$ cat src/rtl/cumsum_reverse_row_reverser_if.sv
// -----------------------------------------------------------------------------
// cumsum_reverse_row_reverser_if
// Bundles the two ready/valid streams of the row reverser.
//   Upstream   : valid_in, ready_out, input_data  (natural-order elements)
//   Downstream : valid_out, ready_in, output_data, last_out (reversed row)
// Modports:
//   slave  - the reverser itself (consumes upstream, produces downstream)
//   master - the environment around it (produces upstream, consumes downstream)
// -----------------------------------------------------------------------------
interface cumsum_reverse_row_reverser_if #(
   parameter int DATA_W = 32
);
   logic              valid_in;
   logic              ready_out;
   logic [DATA_W-1:0] input_data;
   logic              valid_out;
   logic              ready_in;
   logic [DATA_W-1:0] output_data;
   logic              last_out;

   modport slave (
      input  valid_in,
      input  input_data,
      input  ready_in,
      output ready_out,
      output valid_out,
      output output_data,
      output last_out
   );

   modport master (
      output valid_in,
      output input_data,
      output ready_in,
      input  ready_out,
      input  valid_out,
      input  output_data,
      input  last_out
   );
endinterface

$ cat src/rtl/cumsum_reverse_row_reverser.sv
// -----------------------------------------------------------------------------
// cumsum_reverse_row_reverser
// Collects one row of ROW_LEN elements in natural order, then replays it in
// reverse order so the downstream reverse-cumsum stage can use a plain forward
// running sum. A single row buffer alternates between FILL and DRAIN, so fill
// and drain never overlap.
// Ports:
//   clk    - rising-edge clock
//   rst_n  - asynchronous active-low reset
//   bus    - slave side of cumsum_reverse_row_reverser_if
//            (valid_in/ready_out/input_data upstream,
//             valid_out/ready_in/output_data/last_out downstream)
// -----------------------------------------------------------------------------
module cumsum_reverse_row_reverser #(
   parameter int DATA_W  = 32,
   parameter int ROW_LEN = 16
) (
   input  logic                          clk,
   input  logic                          rst_n,
   cumsum_reverse_row_reverser_if.slave  bus
);

   localparam int AW = (ROW_LEN > 1) ? $clog2(ROW_LEN) : 1;

   localparam logic [0:0] S_FILL  = 1'b0;
   localparam logic [0:0] S_DRAIN = 1'b1;

   localparam logic [AW-1:0] LAST_WR  = AW'(ROW_LEN - 1);
   // The last element is bypassed straight to the output, so the memory
   // replay starts one slot below it. Unused when ROW_LEN is 1.
   localparam logic [AW-1:0] RD_START = AW'(ROW_LEN - 2);

   logic [0:0]        r_state;
   logic [AW-1:0]     r_wr_cnt;
   logic [AW-1:0]     r_rd_idx;
   logic              r_ready_out;
   logic              r_valid_out;
   logic              r_last_out;
   logic [DATA_W-1:0] r_output_data;
   logic [DATA_W-1:0] r_mem [ROW_LEN];

   logic w_in_fire;
   logic w_out_fire;

   assign w_in_fire  = bus.valid_in & r_ready_out;
   assign w_out_fire = r_valid_out & bus.ready_in;

   assign bus.ready_out   = r_ready_out;
   assign bus.valid_out   = r_valid_out;
   assign bus.last_out    = r_last_out;
   assign bus.output_data = r_output_data;

   // Row buffer write port; contents are intentionally left unreset.
   always_ff @(posedge clk) begin
      if (w_in_fire) begin
         r_mem[r_wr_cnt] <= bus.input_data;
      end
   end

   // Fill/drain sequencer and registered output stage.
   always_ff @(posedge clk or negedge rst_n) begin
      if (!rst_n) begin
         r_state       <= S_FILL;
         r_wr_cnt      <= {AW{1'b0}};
         r_rd_idx      <= {AW{1'b0}};
         r_ready_out   <= 1'b1;
         r_valid_out   <= 1'b0;
         r_last_out    <= 1'b0;
         r_output_data <= {DATA_W{1'b0}};
      end else begin
         case (r_state)
            S_FILL: begin
               if (w_in_fire) begin
                  if (r_wr_cnt == LAST_WR) begin
                     // Final element goes straight out, saving a cycle.
                     r_state       <= S_DRAIN;
                     r_ready_out   <= 1'b0;
                     r_output_data <= bus.input_data;
                     r_valid_out   <= 1'b1;
                     r_last_out    <= (ROW_LEN == 1) ? 1'b1 : 1'b0;
                     r_rd_idx      <= RD_START;
                     r_wr_cnt      <= {AW{1'b0}};
                  end else begin
                     r_wr_cnt <= r_wr_cnt + AW'(1);
                  end
               end
            end
            S_DRAIN: begin
               if (w_out_fire) begin
                  if (r_last_out) begin
                     r_valid_out <= 1'b0;
                     r_last_out  <= 1'b0;
                     r_state     <= S_FILL;
                     r_ready_out <= 1'b1;
                  end else begin
                     r_output_data <= r_mem[r_rd_idx];
                     r_last_out    <= (r_rd_idx == {AW{1'b0}});
                     r_rd_idx      <= r_rd_idx - AW'(1);
                  end
               end
            end
            default: begin
               r_state     <= S_FILL;
               r_ready_out <= 1'b1;
               r_valid_out <= 1'b0;
               r_last_out  <= 1'b0;
            end
         endcase
      end
   end

endmodule

$ cat src/flat_wrapper.sv
// flat-port wrapper written by rule: the top's interface ports become plain ports
module cumsum_reverse_row_reverser_flat 
#(
   parameter int DATA_W  = 32,
   parameter int ROW_LEN = 16
)
  (clk, rst_n, bus_valid_in, bus_input_data, bus_ready_in, bus_ready_out, bus_valid_out, bus_output_data, bus_last_out);
  cumsum_reverse_row_reverser_if #(.DATA_W(DATA_W)) bus_i ();
  input  logic clk;
  input  logic rst_n;
  input wire logic [$bits(bus_i.valid_in)-1:0] bus_valid_in;
  input wire logic [$bits(bus_i.input_data)-1:0] bus_input_data;
  input wire logic [$bits(bus_i.ready_in)-1:0] bus_ready_in;
  output wire logic [$bits(bus_i.ready_out)-1:0] bus_ready_out;
  output wire logic [$bits(bus_i.valid_out)-1:0] bus_valid_out;
  output wire logic [$bits(bus_i.output_data)-1:0] bus_output_data;
  output wire logic [$bits(bus_i.last_out)-1:0] bus_last_out;
  assign bus_i.valid_in = bus_valid_in;
  assign bus_i.input_data = bus_input_data;
  assign bus_i.ready_in = bus_ready_in;
  assign bus_ready_out = bus_i.ready_out;
  assign bus_valid_out = bus_i.valid_out;
  assign bus_output_data = bus_i.output_data;
  assign bus_last_out = bus_i.last_out;
  cumsum_reverse_row_reverser #(.DATA_W(DATA_W), .ROW_LEN(ROW_LEN)) u_core (.clk(clk), .rst_n(rst_n), .bus(bus_i));
endmodule
$ cat config.mk
export PLATFORM = sky130hd
export DESIGN_NAME = cumsum_reverse_row_reverser_flat
export DESIGN_NICKNAME = d
export VERILOG_FILES = /design/src/rtl/cumsum_reverse_row_reverser_if.sv /design/src/rtl/cumsum_reverse_row_reverser.sv /design/src/flat_wrapper.sv
export SDC_FILE = /design/constraint.sdc
export NUM_CORES = 1
export LEC_CHECK = 0
export CORE_MARGIN = 2
export CORE_UTILIZATION = 50
export DETAILED_ROUTE_END_ITERATION = 12
export GPL_ROUTABILITY_DRIVEN = 0
export PLACE_DENSITY = 0.74
export SLEW_MARGIN = 0
export SYNTH_ARGS = -nofsm -noshare
export SYNTH_HDL_FRONTEND = slang
export SYNTH_SLANG_ARGS = --single-unit
$ cat constraint.sdc
create_clock -name clk -period 4.6 [get_ports clk]
set_input_delay 0.46 -clock clk [delete_from_list [all_inputs] [get_ports clk]]
set_output_delay 0.46 -clock clk [all_outputs]
set_load 0.01 [all_outputs]
# [Yosys cells after proc, flatten, opt, wreduce, memory -nomap -nowiden]
# Memory sizes are Yosys's and may differ from the RTL's.
# Cells that the tools add are included.
# Widths: inputs -> output; s select.
[classes] eq_ne=6 n_reduce_logical=5 n_mux=31 add_sub_neg=2 n_bitwise=3
[op_table] op="$mux 32" count=4
[op_table] op="$pmux 32 s2" count=1
[op_table] op="$mux 4" count=5
[op_table] op="$mux 1" count=16
[op_table] op="$pmux 1 s2" count=4
[op_table] op="$pmux 4 s2" count=1
[op_table] op="$reduce_and 4->1" count=2
[op_table] op="$ne 2x2->1 const B" count=3
[op_table] op="$add 4x1->4 const B" count=1
[op_table] op="$eq 4x4->1 const B" count=1
[op_table] op="$logic_not 4->1" count=1
[op_table] op="$ne 2x1->1 const B" count=2
[op_table] op="$sub 4x1->4 const B" count=1
[op_table] op="$reduce_and 3->1" count=1
[op_table] op="$and 1x1->1" count=2
[op_table] op="$reduce_and 2->1" count=1
[op_table] op="$not 1->1" count=1
[totals] memories=1 in_bits=36 ff_bits=44 ram_bits=512 wordCells=55
[mem_list] memory="u_core.r_mem" depth=16 word_bits=32 read_ports=1 rd_ports_with_merged_regs=0 write_ports=1 line_no="cumsum_reverse_row_reverser.sv:40" source="logic [DATA_W-1:0] r_mem [ROW_LEN];"

# [Logic depth before layout (Yosys ltp)]
# Gate-level depths: netlist (run 1).
[logic_depth] word_depth=4 depth_mapped=7 depth_no_buf=4

# [Worst setup path after synthesis (run 1)]
# Ideal clock, no wire load.
[synth_timing] path_kind="reg2reg" from="register u_core.r_wr_cnt[0]" to="memory u_core.r_mem[3][0] (enable)" t_required_ps=4139 path_stages_with_launch=4 path_slack_ps=1129 arrival_ps=3010 setup_ps=461 path_buffers=0 cell_sequence="dfrtp_1 -> ha_1 -> nand3_1 -> nor3_1"
[synth_rtl] element="from (decl)" line_no="cumsum_reverse_row_reverser.sv:34" source="logic [AW-1:0] r_wr_cnt;"
[synth_rtl] element="from (signal assigned)" line_no="cumsum_reverse_row_reverser.sv:64" source="r_wr_cnt <= {AW{1'b0}};"
[synth_rtl] element="from (signal assigned)" line_no="cumsum_reverse_row_reverser.sv:82" source="r_wr_cnt <= {AW{1'b0}};"
[synth_rtl] element="from (signal assigned)" line_no="cumsum_reverse_row_reverser.sv:84" source="r_wr_cnt <= r_wr_cnt + AW'(1);"
[synth_rtl] element="to (decl)" line_no="cumsum_reverse_row_reverser.sv:40"
# No word-level cell before the write port.

# [Final worst setup path (run 1)]
[layout_timing] from="register u_core.r_rd_idx[1]" to="register u_core.r_output_data[16] (netlist: u_core.bus.output_data[16])"
[layout_via] elab_chain_cells=4
[layout_rtl] element="from (decl)" line_no="cumsum_reverse_row_reverser.sv:35" source="logic [AW-1:0] r_rd_idx;"
[layout_rtl] element="from (signal assigned)" line_no="cumsum_reverse_row_reverser.sv:65" source="r_rd_idx <= {AW{1'b0}};"
[layout_rtl] element="from (signal assigned)" line_no="cumsum_reverse_row_reverser.sv:98" source="r_rd_idx <= r_rd_idx - AW'(1);"
[layout_rtl] element="$mem_v2 16x32"
[layout_rtl] element="$mux 32" line_no="cumsum_reverse_row_reverser.sv:90" source="if (r_last_out) begin"
[layout_rtl] element="$mux 32" line_no="cumsum_reverse_row_reverser.sv:89" source="if (w_out_fire) begin"
[layout_rtl] element="$pmux 32 s2" line_no="cumsum_reverse_row_reverser.sv:71" source="case (r_state)"
[layout_rtl] element="to (signal assigned)" line_no="cumsum_reverse_row_reverser.sv:69" source="r_output_data <= {DATA_W{1'b0}};"
[layout_rtl] element="to (signal assigned)" line_no="cumsum_reverse_row_reverser.sv:78" source="r_output_data <= bus.input_data;"
[layout_rtl] element="to (signal assigned)" line_no="cumsum_reverse_row_reverser.sv:96" source="r_output_data <= r_mem[r_rd_idx];"
[layout_rtl] element="to (decl)" line_no="cumsum_reverse_row_reverser.sv:39" source="logic [DATA_W-1:0] r_output_data;"
# Every way passes these cells. The select of a mux whose other input is x is not followed.
# A chain may end at the register's enable or synchronous reset.

==> results of run 1 <==
synthesized netlist by cell type, types with 2 or more instances:
cell | instances | area, um2
edfxtp_1 | 512 | 15400
mux2_2 | 96 | 1080
nand2_1 | 76 | 285
mux4_2 | 63 | 1420
dfrtp_1 | 43 | 1080
buf_2 | 36 | 180
a21oi_1 | 35 | 175
o21ai_0 | 35 | 175
a211oi_1 | 32 | 240
o22ai_1 | 32 | 200
o31ai_1 | 32 | 240
or3_1 | 32 | 200
nor2b_1 | 31 | 194
o221a_1 | 24 | 270
clkbuf_1 | 23 | 86.3
nor2_1 | 17 | 63.8
buf_4 | 9 | 67.6
nand3_1 | 8 | 40.0
o221a_2 | 8 | 90.1
ha_1 | 6 | 75.1
nor3_1 | 5 | 25.0
inv_1 | 4 | 15.0
nand2b_1 | 4 | 25.0
buf_12 | 3 | 60.1
buf_6 | 3 | 33.8
buf_1 | 2 | 7.51
xnor2_1 | 2 | 17.5
xor2_1 | 2 | 17.5
power by group through the flow:
stage          clock network (mW)  logic (mW)  registers, mW
6_report                     4.20       0.105           5.52
5_1_grt                      4.45       0.115           5.52
4_1_cts                      4.26       0.105           5.52
3_5_place_dp                    0       0.105           5.63
3_3_place_gp                    0       0.100           5.62
2_1_floorplan                   0    0.000119           5.63
per-layer routing:
layer	share of wire (%)	wire (um)	vias to the layer above	global-route usage, %
met5	0	0	-	0
met4	3.4	1640	0	8.14
met3	6.5	3110	113	4.58
met2	50	23800	457	36.0
met1	41	19400	5910	27.8
li1	-	-	4973	-
stage by stage:
| step | instances | hold slack (ns) | worst slack [ns] | util (%) |
|---|---|---|---|---|
| detailed placement | 1801 | 0.577 | 1.65 | 54.0 |
| floorplan | 1191 | 0.164 | 1.13 | - |
| finish | 1905 | 0.0128 | 1.94 | 57.9 |
| global route | 1904 | 0.0370 | 1.83 | 57.9 |
| global placement | 1801 | 0.581 | 1.71 | 54.0 |
| CTS | 1904 | 0.00117 | 1.94 | 57.9 |
worst max-delay path: stages (launching register included):
cell and delay (ns):
dfrtp_2 0.87, nand2b_2 0.90, o22ai_1 0.22, o31ai_1 0.36
o221a_1 0.24
cells by family (layout without fill, tap and decap cells):
| group | count (synthesis) | count (layout) |
|---|---|---|
| flops | 556 | 556 |
| other cells | 0 | 1 |
| mux | 160 | 160 |
| fa+ha+maj | 6 | 6 |
| buf+inv | 82 | 210 |
| xor+xnor | 4 | 4 |
| simple gates | 183 | 183 |
| compound gates | 200 | 200 |
registers in the layout, indices dropped and copies added (netlist names):
signal	flops
u_core.r_mem	512
u_core.bus.output_data	32
u_core.r_rd_idx	4
u_core.r_wr_cnt	4
u_core.bus.last_out	1
u_core.bus.ready_out	1
u_core.bus.valid_out	1
u_core.r_state	1
worst max path at each step:
stage                  startpoint                         end  slack (ns)
3_3_place_gp         bus_valid_in   u_core.bus.output_data[5]        1.71
5_1_grt        u_core.r_rd_idx[1]  u_core.bus.output_data[18]        1.83
4_1_cts        u_core.r_rd_idx[1]  u_core.bus.output_data[16]        1.94
3_5_place_dp         bus_valid_in  u_core.bus.output_data[31]        1.65
6_report       u_core.r_rd_idx[1]  u_core.bus.output_data[16]        1.94
2_1_floorplan  u_core.r_wr_cnt[0]          u_core.r_mem[3][0]        1.13
final cells by class:
class                      instances  area, um2  area share, %
antenna                            1       2.50         0.0100
inverter                           4       15.0         0.0601
multi-input combinational        553       5090           20.4
timing repair buffer             103        968           3.88
clock inverter                    32        220          0.881
tap                              585        732           2.93
sequential                       556      16500           66.0
clock buffer                      71       1470           5.87
==> impl_metrics.toml, run 1 <==
[worst_setup_path]
r2r_start = "u_core.r_rd_idx[1]"
critPathRequiredTime_ns = 5.14
start_kind = "register"
endpoint_kind = "register"
reg2reg_to = "u_core.bus.output_data[16]"
path_class = "reg2reg"
r2r_slack_ns = 1.94
cp_max_fo = 32
reg2reg_depth = 4
critPathArrivalTime_ns = 3.20

[synth]
synth_xor_area_share_pct = 0.160
synth_area_um2 = 21900
synth_edf_count = 512
syn_inst = 1191
syn-num-nets = 1233
ys_seq_elements = 556
yosysSeqAreaShare_pct = 75.2
yosys.area_share.simple_pct = 4.23
ys_async_sr_fraction_pct = 7.91
ys_warn_count = 0
synth_top_family_by_area = "multiplexers"
syn_area_per_cell_um2 = 18.4
synth_compound_area_share_pct = 6.43
ys.flop_type = "edfxtp_1"
synth.distinct_cells = 44
synthMuxAreaShare_pct = 11.5
synthAdderAreaFrac_pct = 0.343

[placement]
dpl.hpwl_mm = 26.1
port_buffers = 70
placed_area_um2 = 23300

[pwr]
power.density_nw_per_um2 = 393
ir_worst_vdd_mv = 0.329
comb_power_share_pct = 1.1
p_total_mw = 9.82
p_leak_nw = 7.85
seqPwrFrac_pct = 56.2
p_sw_share_pct = 19.5
clkPwrFrac_pct = 42.7
cell_internal_pwr_mw = 7.91
p_sw_mw = 1.91

[sta]
fmax_ghz = 0.375
max_slew_margin_pct = 31.3
rsz0062_at_grt = "false"
clock_skew_ns = 0.0169
drv_slew = 0
finalSetupViolCount = 0
fin_crit_ns = 2.66
period_share_pct = 57.9
hold_viol = 0
worst_pin_slew_ns = 1.03
finalSetupTns_ns = 0

[die]
die_w_um = 213
dieArea_um2 = 45500
core_area_um2 = 43200
initial_core_util_pct = 50.8
rows = 76
ios = 71
die_y_um = 213

[layout]
fin_nets = 1315
stdcell_area_um2 = 25000
syn2layout_area_growth_pct = 14.0
layout_common_cells = "edfxtp_1, mux2_2, nand2_1"
n_fill_cell = 3217
drive_gt1_share_pct = 22.9
final_common_cell = "edfxtp_1"

[cts]
cts_tree = "done"
cts_setup_buffers = 0
htreeDepth = 2
path_clk_slew_ns = 0.06
numCtsBuffers = 55
cts-root-buf = "clkbuf_16"
post_cts_resized = 0
clock_latency_ns = 0.60
postCtsHoldBufs = 0
clock_tree.buffer_depth = 3
clock_sinks = 556

[drt]
vias_per_cell = 6.01
wl_mm = 48.0
drt_iter0_drc = 911
vias = 11500
drc = 0
ant_nets = 0
wl_per_cell_um = 25.2
firstDrtPassIters = 6

[status]
status = "completed"

[global_routing]
grt_overflow_total = 0
grt_first_pass_wirelength_mm = 71.7
grt_pass1_vias = 11800
grt_max_degree = 73
antenna_found_initial = 1
grt_use_total_pct = 21.5

[run]
drv_cap = 0

[hold_path]
hold_path_class = "in2async"
(Power assumes the default switching activity.)
==> run 2: changes to the inputs <==
clock period = 2.7 ns   (was 4.6 ns; I/O delays follow)
==> impl_metrics.toml, run 2 (synthesis results as in run 1) <==
[drt]
vias = 11400
ant_nets = 0
drt_iter0_drc = 1003
vias_per_cell = 5.91
firstDrtPassIters = 5
wl_mm = 46.6
drc = 0
wl_per_cell_um = 24.2

[worst_setup_path]
start_kind = "register"
slowest_delay_ns = 0.76
endpoint_kind = "register"
critPathRequiredTime_ns = 3.21
r2r_start = "u_core.r_rd_idx[0]"
r2r_slack_ns = 0.53
path_class = "reg2reg"
crit_slowest_cell = "dfrtp_4"
reg2reg_to = "u_core.bus.output_data[14]"
critPathArrivalTime_ns = 2.68
cp_max_fo = 28
reg2reg_depth = 6
crit_path_cell_trace = "nand2b_2, buf_12, buf_4, o22ai_1, o31ai_1, o221a_1"

[pwr]
power.density_nw_per_um2 = 655
seqPwrFrac_pct = 56.2
p_total_mw = 16.7
cell_internal_pwr_mw = 13.5
ir_worst_vdd_mv = 0.469
p_leak_nw = 8.05
comb_power_share_pct = 1.1
p_sw_mw = 3.18
clkPwrFrac_pct = 42.6
p_sw_share_pct = 19.0

[sta]
fmax_ghz = 0.460
drv_slew = 0
max_slew_margin_pct = 44.2
finalSetupTns_ns = 0
fin_crit_ns = 2.17
hold_viol = 0
finalSetupViolCount = 0
whs_ns = 0.322
period_share_pct = 80.5
setup_ws_ns = 0.527
clock_skew_ns = 0.0178
rsz0062_at_grt = "false"
worst_pin_slew_ns = 0.837

[global_routing]
grt_pass1_vias = 11800
antenna_found_initial = 0
grt_use_total_pct = 21.2
grt_overflow_total = 0
grt_max_degree = 56
grt_first_pass_wirelength_mm = 71.6

[placement]
dpl.hpwl_mm = 25.6
port_buffers = 70
dp_slack_ns = 0.323
dp_cells = 1827
placed_area_um2 = 23800

[cts]
numCtsBuffers = 54
htreeDepth = 2
path_clk_slew_ns = 0.06
cts-root-buf = "clkbuf_16"
postCtsHoldBufs = 1
cts_setup_buffers = 0
clock_tree.buffer_depth = 3
clock_latency_ns = 0.59
post_cts_resized = 0
clock_sinks = 556
cts_tree = "done"

[die]
rows = 76
core_area_um2 = 43200
die_y_um = 213
initial_core_util_pct = 50.8
dieArea_um2 = 45500
die_w_um = 213
ios = 71

[layout]
top_register = "u_core.r_mem"
layout_common_cells = "edfxtp_1, mux2_2, nand2_1"
n_fill_cell = 3130
drive_gt1_share_pct = 24.9
regArea_um2 = 16500
final_cells = 1929
syn2layout_area_growth_pct = 16.4
fin_nets = 1341
stdcell_area_um2 = 25500
antenna_cells = 0
multi_input_area_um2 = 5110
final_common_cell = "edfxtp_1"
largest_reg_flops = 512
finish.utilization_pct = 59.1

[run]
drv_cap = 0

[status]
status = "completed"

[hold_path]
hold_path_class = "in2async"
-- run 2: cell types whose count changed in the layout (fill, tap and decap cells not counted), moves of 2 or more --
cell | previous run | this run
buf_12 | 2 | 26
clkinv_1 | 14 | 4
clkinv_2 | 10 | 15
clkbuf_8 | 1 | 5
nor3_2 | 4 | 0
nor3_4 | 0 | 4
buf_4 | 31 | 33
-- run 2: metal layers --
| metal | vias up | track usage [%] | part of all wire, % |
|---|---|---|---|
| li1 | 5037 | - | - |
| met1 | 5924 | 29.6 | 43 |
| met2 | 363 | 34.8 | 49 |
| met3 | 67 | 3.25 | 5.6 |
| met4 | 0 | 6.54 | 2.2 |
| met5 | - | 0 | 0 |
-- run 2: layout make-up --
class | instances | area share [%]
timing repair buffer | 130 | 5.78
multi-input combinational | 553 | 20.0
clock inverter | 26 | 0.745
tap | 585 | 2.87
inverter | 4 | 0.0589
sequential | 556 | 64.6
clock buffer | 75 | 5.89
-- run 2: worst max path at each step --
stage | from | slack [ns] | end
after floorplan | u_core.r_wr_cnt[2] | 0.005 | u_core.r_mem[13][0]
after global placement | bus_valid_in | 0.40 | u_core.bus.output_data[21]
after detailed placement | bus_valid_in | 0.32 | u_core.bus.output_data[17]
after CTS | u_core.r_rd_idx[0] | 0.49 | u_core.bus.output_data[25]
after global routing | u_core.r_rd_idx[3] | 0.41 | u_core.bus.output_data[24]
final | u_core.r_rd_idx[0] | 0.53 | u_core.bus.output_data[14]
-- run 2: worst max-delay path: cells and delay by family, from the launching register on --
family / cells / cell delay (ns)
buffers and inverters: 2 / 0.43
DFF: 1 / 0.76
and+or+nand+nor: 1 / 0.24
AOI/OAI and AO/OA: 3 / 0.65
-- run 2: power by group through the flow --
stage	Combinational [mW]	Clock, mW	Sequential, mW
finish	0.190	7.13	9.40
global placement	0.178	0	9.58
floorplan	0.000201	0	9.58
global route	0.210	7.59	9.39
CTS	0.191	7.24	9.40
detailed placement	0.190	0	9.58
==> run 3: changes to the inputs <==
clock period = 2.1 ns   (was 2.7 ns; I/O delays follow)
==> impl_metrics.toml, run 3 (synthesis results as in run 1) <==
[layout]
largest_reg_flops = 512
final_common_cell = "edfxtp_1"
top_register = "u_core.r_mem"
n_fill_cell = 3070
syn2layout_area_growth_pct = 19.0
drive_gt1_share_pct = 27.6
fin_nets = 1401
layout_common_cells = "edfxtp_1, mux2_2, buf_4"
stdcell_area_um2 = 26100

[cts]
path_clk_slew_ns = 0.06
clock_sinks = 556
numCtsBuffers = 55
htreeDepth = 2
clock_latency_ns = 0.59
cts_tree = "done"
cts-root-buf = "clkbuf_16"
clock_tree.buffer_depth = 3

[die]
ios = 71
die_y_um = 213
die_w_um = 213
rows = 76
core_area_um2 = 43200
initial_core_util_pct = 50.8
dieArea_um2 = 45500

[sta]
fin_crit_ns = 1.99
drv_slew = 0
rsz0062_at_grt = "false"
whs_ns = 0.202
clock_skew_ns = 0.0118
worst_pin_slew_ns = 0.614
fmax_ghz = 0.504
period_share_pct = 94.5
finalSetupViolCount = 0
hold_viol = 0
max_slew_margin_pct = 59.1

[worst_setup_path]
start_kind = "register"
endpoint_kind = "register"
cp_max_fo = 15
critPathRequiredTime_ns = 2.62
path_class = "reg2reg"
critPathArrivalTime_ns = 2.51

[global_routing]
grt_max_degree = 48
grt_pass1_vias = 12400
grt_use_total_pct = 23.1
antenna_found_initial = 1
grt_first_pass_wirelength_mm = 76.6
grt_overflow_total = 0

[pwr]
ir_worst_vdd_mv = 0.689
p_leak_nw = 8.37
cell_internal_pwr_mw = 17.7
seqPwrFrac_pct = 55.2
p_sw_mw = 4.17
comb_power_share_pct = 1.3
p_sw_share_pct = 19.1
clkPwrFrac_pct = 43.5
power.density_nw_per_um2 = 839

[drt]
vias_per_cell = 6.04
firstDrtPassIters = 5
ant_nets = 0
drc = 0
vias = 12000
wl_mm = 51.3
wl_per_cell_um = 25.8
drt_iter0_drc = 1223

[placement]
dpl.hpwl_mm = 29.5
placed_area_um2 = 24300
port_buffers = 70

[status]
status = "completed"

[run]
drv_cap = 0

[hold_path]
hold_path_class = "in2async"
[run 3: changes by cell type in the layout (fill, tap and decap cells not counted), sizes merged]
| cell | before | now |
|---|---|---|
| bufinv | 2 | 4 |
| clkinvlp | 3 | 1 |
| buf | 60 | 119 |
| clkbuf | 75 | 80 |
| diode | 0 | 2 |
| clkinv | 20 | 16 |
[run 3: repair_timing]
item                                    CTS  global route
hold endpoints to repair                 44             0
endpoints found under the setup margin    0             1
hold buffers                              1             0
buffers inserted                          0             0
gates resized for setup                   0             1
[run 3: power by group through the flow]
stage	sequential [mW]	combinational, mW	clock (mW)
2_1_floorplan	12.3	0.000258	0
3_3_place_gp	12.3	0.262	0
3_5_place_dp	12.3	0.276	0
4_1_cts	12.1	0.278	9.64
5_1_grt	12.1	0.302	10.1
6_report	12.1	0.276	9.53
[run 3: worst paths after layout]
check                                           start                    endpoint  slack [ns]  depth (start not counted)
setup / recovery                   u_core.r_rd_idx[0]  u_core.bus.output_data[18]        0.11                          5
max in group asynchronous                       rst_n        u_core.bus.ready_out        1.55                          3
hold reg to reg            u_core.bus.output_data[17]  u_core.bus.output_data[17]        0.56                          1
setup reg to reg                   u_core.r_rd_idx[0]  u_core.bus.output_data[18]        0.11                          5
hold / removal                                  rst_n          u_core.r_rd_idx[0]        0.20                          3
min in group clk                    bus_input_data[6]         u_core.r_mem[11][6]        0.38                          2
[run 3: worst max-delay path: stages (launching register included)]
cell      delay [ns]
dfrtp_4         0.60
or2_1           0.18
buf_4           0.31
a211oi_1        0.10
o31ai_1         0.46
o221a_1         0.26
[run 3: area by class of cell]
class | instances | area [um2] | area share, %
antenna | 2 | 5.00 | 0.0192
clock inverter | 22 | 215 | 0.825
clock buffer | 80 | 1530 | 5.87
tap | 585 | 732 | 2.81
inverter | 4 | 15.0 | 0.0576
timing repair buffer | 189 | 1980 | 7.59
sequential | 556 | 16500 | 63.2
multi-input combinational | 553 | 5120 | 19.6
[run 3: routing by layer]
| metal | GRT usage, % | vias to the layer above | share of wire [%] |
|---|---|---|---|
| met5 | 0 | - | 0 |
| met4 | 7.71 | 0 | 2.7 |
| met3 | 3.87 | 97 | 7.3 |
| met2 | 38.5 | 537 | 50 |
| met1 | 31.4 | 6242 | 40 |
| li1 | - | 5152 | - |
[run 3: stage by stage]
step                      total power, mW  instances  setup TNS, ns  util, %  worst slack, ns
after CTS                            22.0       1989              0     60.4           0.0841
after floorplan                      12.3       1191         -27.38        -          -0.0973
after global placement               12.6       1886              0     56.3            0.186
after detailed placement             12.6       1886              0     56.3            0.129
after global routing                 22.5       1990              0     60.4           0.0522
final                                21.9       1991              0     60.4            0.115
